<file path="config.mk">
export PLATFORM = sky130hd
export DESIGN_NAME = out_serializer_flat
export DESIGN_NICKNAME = d
export VERILOG_FILES = /design/src/rtl/out_serializer_pkg.sv /design/src/rtl/out_serializer_if.sv /design/src/rtl/out_serializer_lane_bank.sv /design/src/rtl/out_serializer.sv /design/src/flat_wrapper.sv
export SDC_FILE = /design/constraint.sdc
export NUM_CORES = 1
export LEC_CHECK = 0
export CAP_MARGIN = 20
export CORE_ASPECT_RATIO = 1.75
export CORE_UTILIZATION = 49
export CTS_CLUSTER_DIAMETER = 60
export DETAILED_ROUTE_END_ITERATION = 8
export HOLD_SLACK_MARGIN = 0.03
export PLACE_DENSITY_LB_ADDON = 0.12
export REMOVE_ABC_BUFFERS = 1
export SYNTH_ARGS = -nofsm -noshare
export SYNTH_HDL_FRONTEND = slang
export SYNTH_SLANG_ARGS = --single-unit
</file>
<file path="constraint.sdc">
create_clock -name clk -period 3.84 [get_ports clk]
set_input_delay 1.152 -clock clk [delete_from_list [all_inputs] [get_ports clk]]
set_output_delay 1.152 -clock clk [all_outputs]
set_load 0.005 [all_outputs]
</file>
<file path="src/rtl/out_serializer_pkg.sv">
// ---------------------------------------------------------------------------
// out_serializer_pkg
// Shared definitions for the output serializer: lane count, the bank
// occupancy state encoding, the 2-bit lane-count type and a helper that
// maps the "0 means all lanes" encoding to a literal count.
// ---------------------------------------------------------------------------
package out_serializer_pkg;

    localparam int N_LANES = 3;

    typedef logic [1:0] lane_cnt_t;

    typedef enum logic [1:0] {
        EMPTY = 2'd0,
        ONE   = 2'd1,
        TWO   = 2'd2
    } occ_state_t;

    // A lane count of 0 stands for a full beat of N_LANES words.
    function automatic lane_cnt_t eff_lanes(input lane_cnt_t n);
        return (n == 2'd0) ? lane_cnt_t'(N_LANES) : n;
    endfunction

endpackage

</file>
<file path="src/rtl/out_serializer_if.sv">
// ---------------------------------------------------------------------------
// out_serializer_if
// Handshake bundle between a beat producer and the output serializer.
//   in_1..in_3  parallel lane data          n_lanes   lanes in this beat
//   in_valid    beat offered                in_ready  serializer can accept
//   out         serial word                 out_valid out holds a word
//   out_ready   downstream accepts out      out_last  last word of its beat
// out_last exists only when OUT_SER_LAST_EN is defined.
// Modports: slave = serializer side, master = producer/consumer side.
// ---------------------------------------------------------------------------
interface out_serializer_if #(
    parameter int IO_DATA_WIDTH = 16
);
    import out_serializer_pkg::*;

    logic [IO_DATA_WIDTH-1:0] in_1;
    logic [IO_DATA_WIDTH-1:0] in_2;
    logic [IO_DATA_WIDTH-1:0] in_3;
    lane_cnt_t                n_lanes;
    logic                     in_valid;
    logic                     in_ready;
    logic [IO_DATA_WIDTH-1:0] out;
    logic                     out_valid;
    logic                     out_ready;
`ifdef OUT_SER_LAST_EN
    logic                     out_last;
`endif

    modport slave (
        input  in_1, in_2, in_3, n_lanes, in_valid, out_ready,
        output in_ready, out, out_valid
`ifdef OUT_SER_LAST_EN
        , output out_last
`endif
    );

    modport master (
        output in_1, in_2, in_3, n_lanes, in_valid, out_ready,
        input  in_ready, out, out_valid
`ifdef OUT_SER_LAST_EN
        , input out_last
`endif
    );

endinterface

</file>
<file path="src/rtl/out_serializer_lane_bank.sv">
// ---------------------------------------------------------------------------
// lane_bank
// One ping-pong bank: N_LANES lane registers, the beat's lane count and a
// full flag. load captures a beat and sets full; clear drops full. The
// contents are only written on load, so a full bank is stable until freed.
//   clk, arst_in   clock, async active-high reset
//   load, clear    capture beat / release bank (load wins if both)
//   d_1..d_3, d_n  beat data and lane count to capture
//   sel            lane index to present on word
//   word, n_lanes, full   selected lane, stored count, occupancy flag
// ---------------------------------------------------------------------------
module lane_bank
    import out_serializer_pkg::*;
#(
    parameter int W = 16
) (
    input  logic         clk,
    input  logic         arst_in,
    input  logic         load,
    input  logic         clear,
    input  logic [W-1:0] d_1,
    input  logic [W-1:0] d_2,
    input  logic [W-1:0] d_3,
    input  lane_cnt_t    d_n,
    input  lane_cnt_t    sel,
    output logic [W-1:0] word,
    output lane_cnt_t    n_lanes,
    output logic         full
);

    logic [W-1:0] lane_q [N_LANES];

    // NOTE: the lane registers are reset as well as the flag, so out reads
    // 0 straight after reset instead of stale data from before it.
    always_ff @(posedge clk or posedge arst_in) begin
        if (arst_in) begin
            for (int i = 0; i < N_LANES; i++) lane_q[i] <= '0;
            n_lanes <= '0;
            full    <= 1'b0;
        end else if (load) begin
            // NOTE: non-blocking assignments keep every register update
            // in this edge based on pre-edge values.
            lane_q[0] <= d_1;
            lane_q[1] <= d_2;
            lane_q[2] <= d_3;
            n_lanes   <= d_n;
            full      <= 1'b1;
        end else if (clear) begin
            full <= 1'b0;
        end
    end

    // NOTE: word is given a value on every path so no latch is inferred.
    always_comb begin
        word = lane_q[2];
        case (sel)
            2'd0:    word = lane_q[0];
            2'd1:    word = lane_q[1];
            default: word = lane_q[2];
        endcase
    end

endmodule

</file>
<file path="src/rtl/out_serializer.sv">
// ---------------------------------------------------------------------------
// out_serializer
// Turns parallel beats of up to three lanes into a stream of single words.
// Two ping-pong lane_bank instances buffer beats; an EMPTY/ONE/TWO FSM
// tracks how many are full. in_ready depends only on registered state.
//   clk       clock, rising edge
//   arst_in   async active-high reset, clears all state and banks
//   bus       out_serializer_if.slave (beat input, serial output)
// Optional feature: define OUT_SER_LAST_EN to drive bus.out_last.
// ---------------------------------------------------------------------------
module out_serializer
    import out_serializer_pkg::*;
#(
    parameter int IO_DATA_WIDTH = 16
) (
    input  logic           clk,
    input  logic           arst_in,
    out_serializer_if.slave bus
);

    occ_state_t state_q, state_d;
    logic       wr_ptr, rd_ptr;
    lane_cnt_t  idx;

    logic [IO_DATA_WIDTH-1:0] word_0, word_1;
    lane_cnt_t                n_0, n_1;
    logic                     full_0, full_1;

    logic [IO_DATA_WIDTH-1:0] cur_word;
    lane_cnt_t                cur_n;
    lane_cnt_t                last_idx;
    logic                     cur_full;
    logic                     accept, drain, free;

    assign bus.in_ready = (state_q != TWO);
    assign accept       = bus.in_valid && bus.in_ready;

    assign cur_word = rd_ptr ? word_1 : word_0;
    assign cur_n    = rd_ptr ? n_1    : n_0;
    assign cur_full = rd_ptr ? full_1 : full_0;
    assign last_idx = eff_lanes(cur_n) - 2'd1;

    assign bus.out       = cur_word;
    assign bus.out_valid = cur_full;
    assign drain         = cur_full && bus.out_ready;
    assign free          = drain && (idx == last_idx);

`ifdef OUT_SER_LAST_EN
    assign bus.out_last = cur_full && (idx == last_idx);
`endif

    lane_bank #(.W(IO_DATA_WIDTH)) u_bank_0 (
        .clk     (clk),
        .arst_in (arst_in),
        .load    (accept && !wr_ptr),
        .clear   (free && !rd_ptr),
        .d_1     (bus.in_1),
        .d_2     (bus.in_2),
        .d_3     (bus.in_3),
        .d_n     (bus.n_lanes),
        .sel     (idx),
        .word    (word_0),
        .n_lanes (n_0),
        .full    (full_0)
    );

    lane_bank #(.W(IO_DATA_WIDTH)) u_bank_1 (
        .clk     (clk),
        .arst_in (arst_in),
        .load    (accept && wr_ptr),
        .clear   (free && rd_ptr),
        .d_1     (bus.in_1),
        .d_2     (bus.in_2),
        .d_3     (bus.in_3),
        .d_n     (bus.n_lanes),
        .sel     (idx),
        .word    (word_1),
        .n_lanes (n_1),
        .full    (full_1)
    );

    always_ff @(posedge clk or posedge arst_in) begin
        if (arst_in) begin
            state_q <= EMPTY;
            wr_ptr  <= 1'b0;
            rd_ptr  <= 1'b0;
            idx     <= '0;
        end else begin
            state_q <= state_d;
            if (accept) wr_ptr <= !wr_ptr;
            if (free) begin
                rd_ptr <= !rd_ptr;
                idx    <= '0;
            end else if (drain) begin
                idx <= idx + 2'd1;
            end
        end
    end

    // Accept and free in the same cycle cancel out, keeping occupancy.
    always_comb begin
        state_d = state_q;
        case ({accept, free})
            2'b10: begin
                case (state_q)
                    EMPTY:   state_d = ONE;
                    ONE:     state_d = TWO;
                    default: state_d = state_q;
                endcase
            end
            2'b01: begin
                case (state_q)
                    TWO:     state_d = ONE;
                    ONE:     state_d = EMPTY;
                    default: state_d = state_q;
                endcase
            end
            default: state_d = state_q;
        endcase
    end

endmodule
</file>
<file path="src/flat_wrapper.sv">
// flat-port wrapper written by rule: the top's interface ports become plain ports
module out_serializer_flat import out_serializer_pkg::*;
#(
    parameter int IO_DATA_WIDTH = 16
)
  (clk, arst_in, bus_in_1, bus_in_2, bus_in_3, bus_n_lanes, bus_in_valid, bus_out_ready, bus_in_ready, bus_out, bus_out_valid);
  out_serializer_if #(.IO_DATA_WIDTH(IO_DATA_WIDTH)) bus_i ();
  input  logic clk;
  input  logic arst_in;
  input wire logic [$bits(bus_i.in_1)-1:0] bus_in_1;
  input wire logic [$bits(bus_i.in_2)-1:0] bus_in_2;
  input wire logic [$bits(bus_i.in_3)-1:0] bus_in_3;
  input wire logic [$bits(bus_i.n_lanes)-1:0] bus_n_lanes;
  input wire logic [$bits(bus_i.in_valid)-1:0] bus_in_valid;
  input wire logic [$bits(bus_i.out_ready)-1:0] bus_out_ready;
  output wire logic [$bits(bus_i.in_ready)-1:0] bus_in_ready;
  output wire logic [$bits(bus_i.out)-1:0] bus_out;
  output wire logic [$bits(bus_i.out_valid)-1:0] bus_out_valid;
  assign bus_i.in_1 = bus_in_1;
  assign bus_i.in_2 = bus_in_2;
  assign bus_i.in_3 = bus_in_3;
  assign bus_i.n_lanes = bus_n_lanes;
  assign bus_i.in_valid = bus_in_valid;
  assign bus_i.out_ready = bus_out_ready;
  assign bus_in_ready = bus_i.in_ready;
  assign bus_out = bus_i.out;
  assign bus_out_valid = bus_i.out_valid;
  out_serializer #(.IO_DATA_WIDTH(IO_DATA_WIDTH)) u_core (.clk(clk), .arst_in(arst_in), .bus(bus_i));
endmodule
</file>
Yosys cells after proc, flatten, opt, wreduce, memory -nomap -nowiden
Cells that the tools add are included.
Word-level totals
  register bits after elaboration: 108
  bits of input ports: 54
  word-level logic and storage cells: 57
Operators by class
  add/sub/neg operators: 2
  eq/ne operators: 9
  reduce and logical (&&, ||, !) cells: 17
  muxes and demuxes: 15
Operators with widths (number)
  $pmux W16 S2: 2
  $mux W16: 1
  $pmux W2 S2: 3
  $mux W2: 4
  $reduce_bool A2 Y1: 4
  $logic_and A1 B1 Y1: 7
  $eq A2 B1 Y1 const B: 3
  $logic_not A2 Y1: 3
  $mux W1: 5
  $eq A2 B2 Y1 const B: 2
  $ne A3 B1 Y1 const B: 1
  $ne A3 B2 Y1 const B: 1
  $reduce_and A3 Y1: 1
  $add A2 B1 Y2 const B: 1
  $eq A2 B2 Y1: 1
  $logic_not A1 Y1: 2
  $ne A2 B2 Y1 const B: 1
  $sub A2 B1 Y2 const B: 1

Logic depth before layout (Yosys ltp)
  word-level depth: 9
  depth in mapped cells: 10
  depth with buffers taken out: 8

Cells and area by module
Synthesis repeated with hierarchy kept, for this count alone.
Unflattened totals
  cells, all modules: 390
  area total of the unflattened synthesis: 5566.6 sq um
Modules (own cells, without submodules)
  lane_bank: area an instance 2487.4 sq um, seq. area each 1276.2 sq um, instances 2, cells an instance 163
  out_serializer: area an instance 591.8 sq um, seq. area each 150.1 sq um, instances 1, cells an instance 64

Worst setup path after synthesis
Ideal clock, no wire load.
  path type: reg2reg
  start point: register u_core.rd_ptr
  end point: register u_core.state_q[1]
  cell stages (with the launch flop): 10
  slack: 1268 ps
  setup time: 83 ps
  arrival time: 2489 ps
  buffers on the path: 2
  cells stage by stage: dfrtp_1 -> buf_2 -> buf_2 -> mux2i_1 -> ha_1 -> xnor2_1 -> nand4_1 -> ha_1 -> or3b_2 -> o21ai_0
Between the ends
  longest elaborated chain between the ends: 9
  elaborated cells between the ends (all ways): 15
  classes of those cells: 1 x add/sub; 5 x eq/ne; 4 x mux; 5 x reduce/logical
Ends and longest elaborated chain
  from (decl): RTL line out_serializer.sv:22  | logic wr_ptr, rd_ptr;
  from (signal assigned): RTL line out_serializer.sv:92  | rd_ptr <= !rd_ptr;
  $mux W2: RTL line out_serializer.sv:39  | assign cur_n = rd_ptr ? n_1 : n_0;
  $logic_not A2 Y1: RTL line out_serializer_pkg.sv:21  | return (n == 2'd0) ? lane_cnt_t'(N_LANES) : n;
  $mux W2: RTL line out_serializer_pkg.sv:21
  $sub A2 B1 Y2: RTL line out_serializer.sv:41  | assign last_idx = eff_lanes(cur_n) - 2'd1;
  $eq A2 B2 Y1: RTL line out_serializer.sv:46  | assign free = drain && (idx == last_idx);
  $logic_and A1 B1 Y1 *: RTL line out_serializer.sv:46
  $eq A2 B1 Y1 or $eq A2 B2 Y1 (tied branches): RTL line out_serializer.sv:103  | case ({accept, free})
  $ne A3 B1 Y1 (no source line) (tied with other cells)
  $reduce_and A3 Y1 (no source line)
  to (signal assigned): RTL line out_serializer.sv:89  | state_q <= state_d;
  to (decl): RTL line out_serializer.sv:21  | occ_state_t state_q, state_d;
Mark *: on every way between the ends. The rest lies on a longest branch, timed or not.
A chain may end at the register's enable or synchronous reset.

Final worst setup path
  start point: register u_core.idx[0]
  end point: output port bus_out[3]
Between the ends
  longest elaborated chain between the ends: 3
  elaborated cells between the ends (all ways): 5
  classes of those cells: 1 x eq/ne; 3 x mux; 1 x reduce/logical
Ends and longest elaborated chain
  from (decl): RTL line out_serializer.sv:23  | lane_cnt_t idx;
  from (signal assigned): RTL line out_serializer.sv:95  | idx <= idx + 2'd1;
  $eq A2 B1 Y1 or $logic_not A2 Y1 (tied branches): RTL line out_serializer_lane_bank.sv:56  | case (sel)
  $pmux W16 S2: RTL line out_serializer_lane_bank.sv:56
  $mux W16 *: RTL line out_serializer.sv:38  | assign cur_word = rd_ptr ? word_1 : word_0;
  to (decl): RTL line flat_wrapper.sv:17  | output wire logic [$bits(bus_i.out)-1:0] bus_out;
Marks and branches as above.

==> impl_metrics.py <==
metrics = {
    "status": {
        "outcome": "completed",
    },
    "synth": {
        "yosysSeqAreaShare_pct": 55.61,
        "ys_ff_latch": 108,
        "syn_avg_cell_area_um2": 13.65,
        "synth_area_leaders": "dfrtp_1 56%, mux2_2 23%, a22o_1 3.1%, a211oi_1 2.5%, a22oi_1 2.5%",
        "ys.flop_type": "dfrtp_1",
        "synth_cell_types": 28,
        "synth-edff-count": 0,
        "async_reset_ff_share_pct": 100.0,
        "synth_top_area_share_pct": 55.61,
        "synth_top_cell_by_area": "dfrtp_1",
        "netlist_area_mm2": 0.004860,
        "yosys_warnings": 0,
        "netlist_instances": 356,
    },
    "worst_setup_path": {
        "arrival_ns": 2.50,
        "worstPathMaxFanout": 22,
        "worstPathCellList": "inv_1 > ha_1 > nor2_2 > buf_4 > a211oi_1 > a31oi_1 > clkdlybuf4s50_1",
        "critical_path_class": "register to primary output",
        "crit_required_ns": 2.69,
        "critPathMaxStageDelay_ns": 0.54,
        "crit_slowest_cell": "clkdlybuf4s50_1",
        "crit_path_start_kind": "register",
        "end_kind": "primary output",
    },
    "clock_network": {
        "numCtsBuffers": 9,
        "tritoncts": "built",
        "clockBufferDepth": 2,
        "cts_setup_buffers": 0,
        "clk_latency_ns": 0.34,
        "cts_resized": 0,
        "clock-sinks": 108,
        "root_buffer": "clkbuf_16",
        "htree_levels": 3,
        "path_clk_slew_ns": 0.07,
        "cts_hold_buf": 0,
    },
    "power": {
        "power_frac_clock_pct": 16.9,
        "intPower_w": 0.003686,
        "seqPwrFrac_pct": 37.5,
        "powerDensity_mw_per_mm2": 916.9,
        "switchingPower_w": 0.001834,
        "combPwrFrac_pct": 45.6,
        "p_leak_nw": 2.512,
        "vdd_drop_max_v": 0.0004880,
        "design_power_total_w": 0.005521,
        "swShare_pct": 33.23,
    },
    "global_routing": {
        "antenna_found_initial": 0,
        "grt_pass1_vias": 3441,
        "gr-total-overflow": 0,
        "grt_first_pass_wirelength_um": 17180,
        "grt_max_degree": 58,
        "grtUsageTotal_pct": 21.54,
    },
    "timing": {
        "rsz0062_at_grt": "false",
        "fmax_mhz": 273.8,
        "whs_ns": 0.4847,
        "hold_violations": 0,
        "fin_crit_sh_pct": 95.10,
        "setup_viol": 0,
        "worst_pin_slew_ns": 0.7053,
        "max_slew_margin_pct": 52.98,
        "slew_violations": 0,
        "period_minus_slack_ns": 3.652,
        "skew_ns": 0.009509,
    },
    "die": {
        "die_y_um": 133.7,
        "fp.dieArea_mm2": 0.01034,
        "initial_utilization_pct": 51.01,
        "core_mm2": 0.009527,
        "placementRows": 47,
        "io_pins": 72,
        "die_x_um": 77.28,
    },
    "routing": {
        "drt-total-wl_um": 10120,
        "wl_per_cell_um": 18.26,
        "drt_iter0_drc": 199,
        "vias": 3165,
        "first_pass_iters": 4,
        "detail-route-antenna-nets": 0,
        "drc": 0,
        "vias_per_cell": 5.713,
    },
    "cells_and_area": {
        "area.growth.synth_to_final_pct": 23.89,
        "nets": 489,
        "mostFrequentLayoutCell": "dfrtp_1",
        "n_fill_cell": 789,
        "drive_above_1_share_pct": 31.48,
        "layout_common_cells": "108 x dfrtp_1, 99 x mux2_2, 71 x clkdlybuf4s50_1",
        "antenna_cells": 0,
    },
    "placement": {
        "gp_congestion": 0.7798,
        "hpwlAfterDp_um": 6966,
        "port_buffers": 71,
    },
    "run": {
        "cap_violations": 0,
    },
    "min_path": {
        "hold_path.class": "register to register",
    },
}
[flip-flops by register name, summed over array words and instances, names as in the netlist, 2 cells and up]
register,count
u_core.state_q,2
u_core.idx,2
u_core.u_bank_0.n_lanes,2
u_core.u_bank_0.lane_q,48
u_core.u_bank_1.lane_q,48
u_core.u_bank_1.n_lanes,2
[cells by family (layout without fill, tap and decap cells)]
| kind of cell | after synthesis | in the layout | share of synthesized area [%] |
|---|---|---|---|
| AND/OR/NAND/NOR | 26 | 26 | 2.678 |
| flip-flops | 108 | 108 | 55.61 |
| XOR/XNOR | 4 | 4 | 0.7208 |
| adder cells (fa/ha/maj) | 8 | 8 | 2.060 |
| multiplexers | 104 | 104 | 24.05 |
| AO/OA/AOI/OAI | 73 | 73 | 11.20 |
| buffers and inverters | 33 | 109 | 3.682 |
[path summary, 6_finish.rpt]
kind / start / endpoint / slack, ns / cells past startpoint
hold reg to reg: u_core.u_bank_0.full / u_core.u_bank_0.full / 0.48 / 1
min in group asynchronous: arst_in / u_core.u_bank_0.lane_q[5] / 1.26 / 2
setup / recovery: u_core.idx[0] / bus_out[3] / 0.19 / 7
max in group asynchronous: arst_in / u_core.u_bank_0.lane_q[15] / 1.79 / 3
hold / removal: u_core.u_bank_0.full / u_core.u_bank_0.full / 0.48 / 1
setup reg to reg: u_core.rd_ptr / u_core.state_q[0] / 0.74 / 7
[power groups by stage]
stage,clock (W),sequential (W),combinational (W)
global route,0.00101,0.00214,0.00277
floorplan,0,0.00199,0.00161
finish,0.000932,0.00207,0.00252
detailed placement,0,0.00209,0.00254
CTS,0.000955,0.00207,0.00255
global placement,0,0.00207,0.00248
[cells in the mapped netlist, types with 2 or more instances]
cell / count
nor2_1: 2
buf_2: 14
nand2_1: 18
a31oi_1: 16
xnor2_1: 4
mux2_1: 3
inv_1: 8
a211oi_1: 16
mux2i_1: 2
nand4_1: 2
buf_6: 5
clkbuf_1: 5
dfrtp_1: 108
a21oi_1: 3
ha_1: 8
a22oi_1: 16
a22o_1: 17
mux2_2: 99
[per-stage QoR]
stage	setup slack (ns)	instance area (um^2)	TNS [ns]	instances	utilization [%]
2_1_floorplan	-0.1576	4715	-17.02	332	-
3_3_place_gp	0.5884	5720	0	538	60.05
3_5_place_dp	0.5015	5720	0	538	60.05
4_1_cts	0.1498	6021	0	554	63.20
5_1_grt	0.04599	6021	0	554	63.20
6_report	0.1880	6021	0	554	63.20
[metal layers]
layer  wire length (um)  vias to the layer above  GRT usage [%]
li1                   -                     1464              -
met1               4332                     1625          27.46
met2               5211                       63          36.09
met3                374                       13          4.247
met4                197                        0          7.862
met5                  0                        -              0
[worst max-delay path: cells and delay by family (launching register included)]
kind	cells	cell delay, ns
AO/OA/AOI/OAI	2	0.35
adder cells (fa/ha/maj)	1	0.33
buffers and inverters	3	0.91
flip-flops	1	0.41
AND/OR/NAND/NOR	1	0.16
[cell type report]
class                      instances  area (um^2)  area share [%]
multi-input combinational        215         1983           32.94
tap                              122        152.6           2.535
sequential                       108         2703           44.89
clock inverter                     7        75.07           1.247
clock buffer                       9        225.2           3.741
inverter                           9        36.28          0.6027
timing repair buffer              84        845.8           14.05
No activity file was read; power rests on OpenSTA's default activity.
==> variant (same flow settings) <==
`IO_DATA_WIDTH` is set to 16 in 3 places; all go to 32.
--- a/src/rtl/out_serializer_if.sv
+++ b/src/rtl/out_serializer_if.sv
@@ -9,7 +9,7 @@
 // Modports: slave = serializer side, master = producer/consumer side.
 // ---------------------------------------------------------------------------
 interface out_serializer_if #(
-    parameter int IO_DATA_WIDTH = 16
+    parameter int IO_DATA_WIDTH = 32
 );
     import out_serializer_pkg::*;
 
--- a/src/rtl/out_serializer.sv
+++ b/src/rtl/out_serializer.sv
@@ -11,7 +11,7 @@
 module out_serializer
     import out_serializer_pkg::*;
 #(
-    parameter int IO_DATA_WIDTH = 16
+    parameter int IO_DATA_WIDTH = 32
 ) (
     input  logic           clk,
     input  logic           arst_in,
--- a/src/flat_wrapper.sv
+++ b/src/flat_wrapper.sv
@@ -1,7 +1,7 @@
 // flat-port wrapper written by rule: the top's interface ports become plain ports
 module out_serializer_flat import out_serializer_pkg::*;
 #(
-    parameter int IO_DATA_WIDTH = 16
+    parameter int IO_DATA_WIDTH = 32
 )
   (clk, arst_in, bus_in_1, bus_in_2, bus_in_3, bus_n_lanes, bus_in_valid, bus_out_ready, bus_in_ready, bus_out, bus_out_valid);
   out_serializer_if #(.IO_DATA_WIDTH(IO_DATA_WIDTH)) bus_i ();
Interface: changed (resized bus_in_1, bus_in_2, bus_in_3 and bus_out); port bits go from 72 to 136. The function was not compared with the original's and may differ.
==> variant against the unedited design <==
Cell count increased by 86%. Setup slack got worse by 110 ps. Hold slack lost 5.5 ps. Sequential share of layout area fell by 0.11 points. Wire length is 100% higher. Count of clock-buffer cells in the layout is 22 higher. Final area rose by 89%. Global-route usage rose by 0.52 points. Power grew 93%. Sequential power up 89%. Largest cell class unchanged. Synthesized area rose by 85%. Sequential cell count grew 96.
==> variant: results <==
# TYPE chip_impl_metric gauge
chip_impl_metric{name="clkLatencyLatePin",unit="ps"} 480
chip_impl_metric{name="preCtsSetupSlack",unit="ps"} 435
chip_impl_metric{name="p_leak",unit="uW"} 0.00478
chip_impl_metric{name="htree_levels",unit=""} 1
chip_impl_metric{name="cts_made_buffers",unit=""} 20
chip_impl_info{name="result_of_the_run",value="complete, no violations"} 1
chip_impl_metric{name="fill_cells",unit=""} 1392
chip_impl_info{name="hp-class",value="flip-flop to flip-flop"} 1
chip_impl_metric{name="max-clock-path-buffers",unit=""} 3
chip_impl_info{name="cts_root_buffer",value="sky130_fd_sc_hd__clkbuf_16"} 1
chip_impl_metric{name="worstPathArrival",unit="ps"} 2610
chip_impl_metric{name="detailedRoute.firstPassIterationCount",unit=""} 4
chip_impl_metric{name="synth-seq-area-share",unit=""} 0.569
chip_impl_metric{name="final_layout_size_suffix_gt1_frac",unit=""} 0.307
chip_impl_metric{name="synth_cell_type_count",unit=""} 29
chip_impl_metric{name="grtUsageTotal",unit=""} 0.221
chip_impl_metric{name="detailedRoute.firstIterationViolations",unit=""} 174
chip_impl_metric{name="worst-path-max-fanout",unit=""} 37
chip_impl_info{name="synthTopCellsByArea",value="sky130_fd_sc_hd__dfrtp_1, sky130_fd_sc_hd__mux2_2, sky130_fd_sc_hd__a22o_1"} 1
chip_impl_metric{name="grt_first_pass_wirelength",unit="um"} 33300
chip_impl_metric{name="standard_cell_area_after_detailed_placement",unit="um2"} 10600
chip_impl_metric{name="detailed_place_hpwl",unit="um"} 13100
chip_impl_metric{name="worst_slew_margin_rel",unit=""} 0.542
chip_impl_metric{name="first_global_vias",unit=""} 6546
chip_impl_metric{name="detail_route.vias_per_cell",unit=""} 5.78
chip_impl_metric{name="initial_core_util",unit=""} 0.500
chip_impl_metric{name="routed_wl",unit="um"} 20600
chip_impl_metric{name="fin_nets",unit=""} 894
chip_impl_metric{name="maximum_number_of_pins_on_one_net_before_global_route_repair",unit=""} 90
chip_impl_metric{name="worst_clock_skew",unit="ps"} 7.68
chip_impl_metric{name="io_buffers",unit=""} 135
chip_impl_metric{name="number_of_antenna_violations_at_the_first_check_in_global_routing",unit=""} 1
chip_impl_metric{name="peakVddDrop",unit="V"} 0.000475
chip_impl_info{name="reg_top3",value="u_core.u_bank_0.lane_q: 96 flops, u_core.u_bank_1.lane_q: 96 flops"} 1
chip_impl_info{name="leading_post_synthesis_cells_by_instance_count",value="sky130_fd_sc_hd__dfrtp_1, sky130_fd_sc_hd__mux2_2, sky130_fd_sc_hd__nand2_1, sky130_fd_sc_hd__a22o_1"} 1
chip_impl_metric{name="final_weighted_congestion_of_routability_driven_global_placement",unit=""} 0.743
==> variant: cell type report <==
type,instances,area [um2],area share
Inverter,9,41.3,0.00362
Sequential cell,204,5110,0.448
Tap cell,234,293,0.0257
Clock buffer,31,603,0.0529
Timing Repair Buffer,158,1690,0.148
Antenna cell,1,2.50,0.000219
Multi-Input combinational cell,391,3650,0.320
Clock inverter,4,20.0,0.00176
==> variant: cell families after synthesis <==
group	Yosys count	share of synthesized area
AO/OA/AOI/OAI	135	0.113
XOR/XNOR	4	0.00390
adder cells (fa/ha/maj)	8	0.0111
buffers and inverters	57	0.0304
flip-flops	204	0.569
multiplexers	201	0.252
AND/OR/NAND/NOR	43	0.0216
==> variant: what timing repair did <==
action | CTS | global route
setup buffers | 2 | 2
pin swaps | 0 | 2
resized for setup | 0 | 20
gates cloned | 1 | 1
hold buffers | 0 | 0
setup endpoints to repair | 3 | 26
==> variant: per-layer routing <==
layer  share of wire  wire [um]  up-vias  GRT usage
met2            0.54      11200      139      0.406
met3           0.037        755       36     0.0332
met4           0.023        482        0     0.0703
met1            0.40       8150     3102      0.260
met5               0          0        -          0
li1                -          -     2692          -
==> variant: path summary, 6_finish.rpt <==
path                       depth (start not counted)                 start                          to  slack, ps
max                                                9         u_core.idx[0]                  bus_out[7]         80
min                                                1  u_core.u_bank_0.full        u_core.u_bank_0.full        480
max reg2reg                                        7         u_core.rd_ptr           u_core.state_q[1]        840
min reg2reg                                        1  u_core.u_bank_0.full        u_core.u_bank_0.full        480
max in group asynchronous                          3               arst_in  u_core.u_bank_0.lane_q[45]       1780
min in group asynchronous                          2               arst_in  u_core.u_bank_1.lane_q[69]       1150
==> variant: worst max-delay path, cell delays in order, from the launching register on <==
cell,delay (ps)
sky130_fd_sc_hd__dfrtp_1,400
sky130_fd_sc_hd__inv_1,70
sky130_fd_sc_hd__ha_2,210
sky130_fd_sc_hd__buf_12,180
sky130_fd_sc_hd__nor2_4,180
sky130_fd_sc_hd__buf_12,140
sky130_fd_sc_hd__clkbuf_16,180
sky130_fd_sc_hd__nand2_1,70
sky130_fd_sc_hd__a31oi_1,160
sky130_fd_sc_hd__clkdlybuf4s50_1,520
==> variant: power by group <==
part	switching [uW]	internal [uW]
clock	787	1080
sequential	644	3260
combinational	2110	2760
total	3540	7100
==> variant: per-stage QoR <==
step,cells,total power (uW)
3_5_place_dp,990,8630
5_1_grt,1032,11300
2_1_floorplan,604,6710
4_1_cts,1028,10600
3_3_place_gp,990,8370
6_report,1032,10600
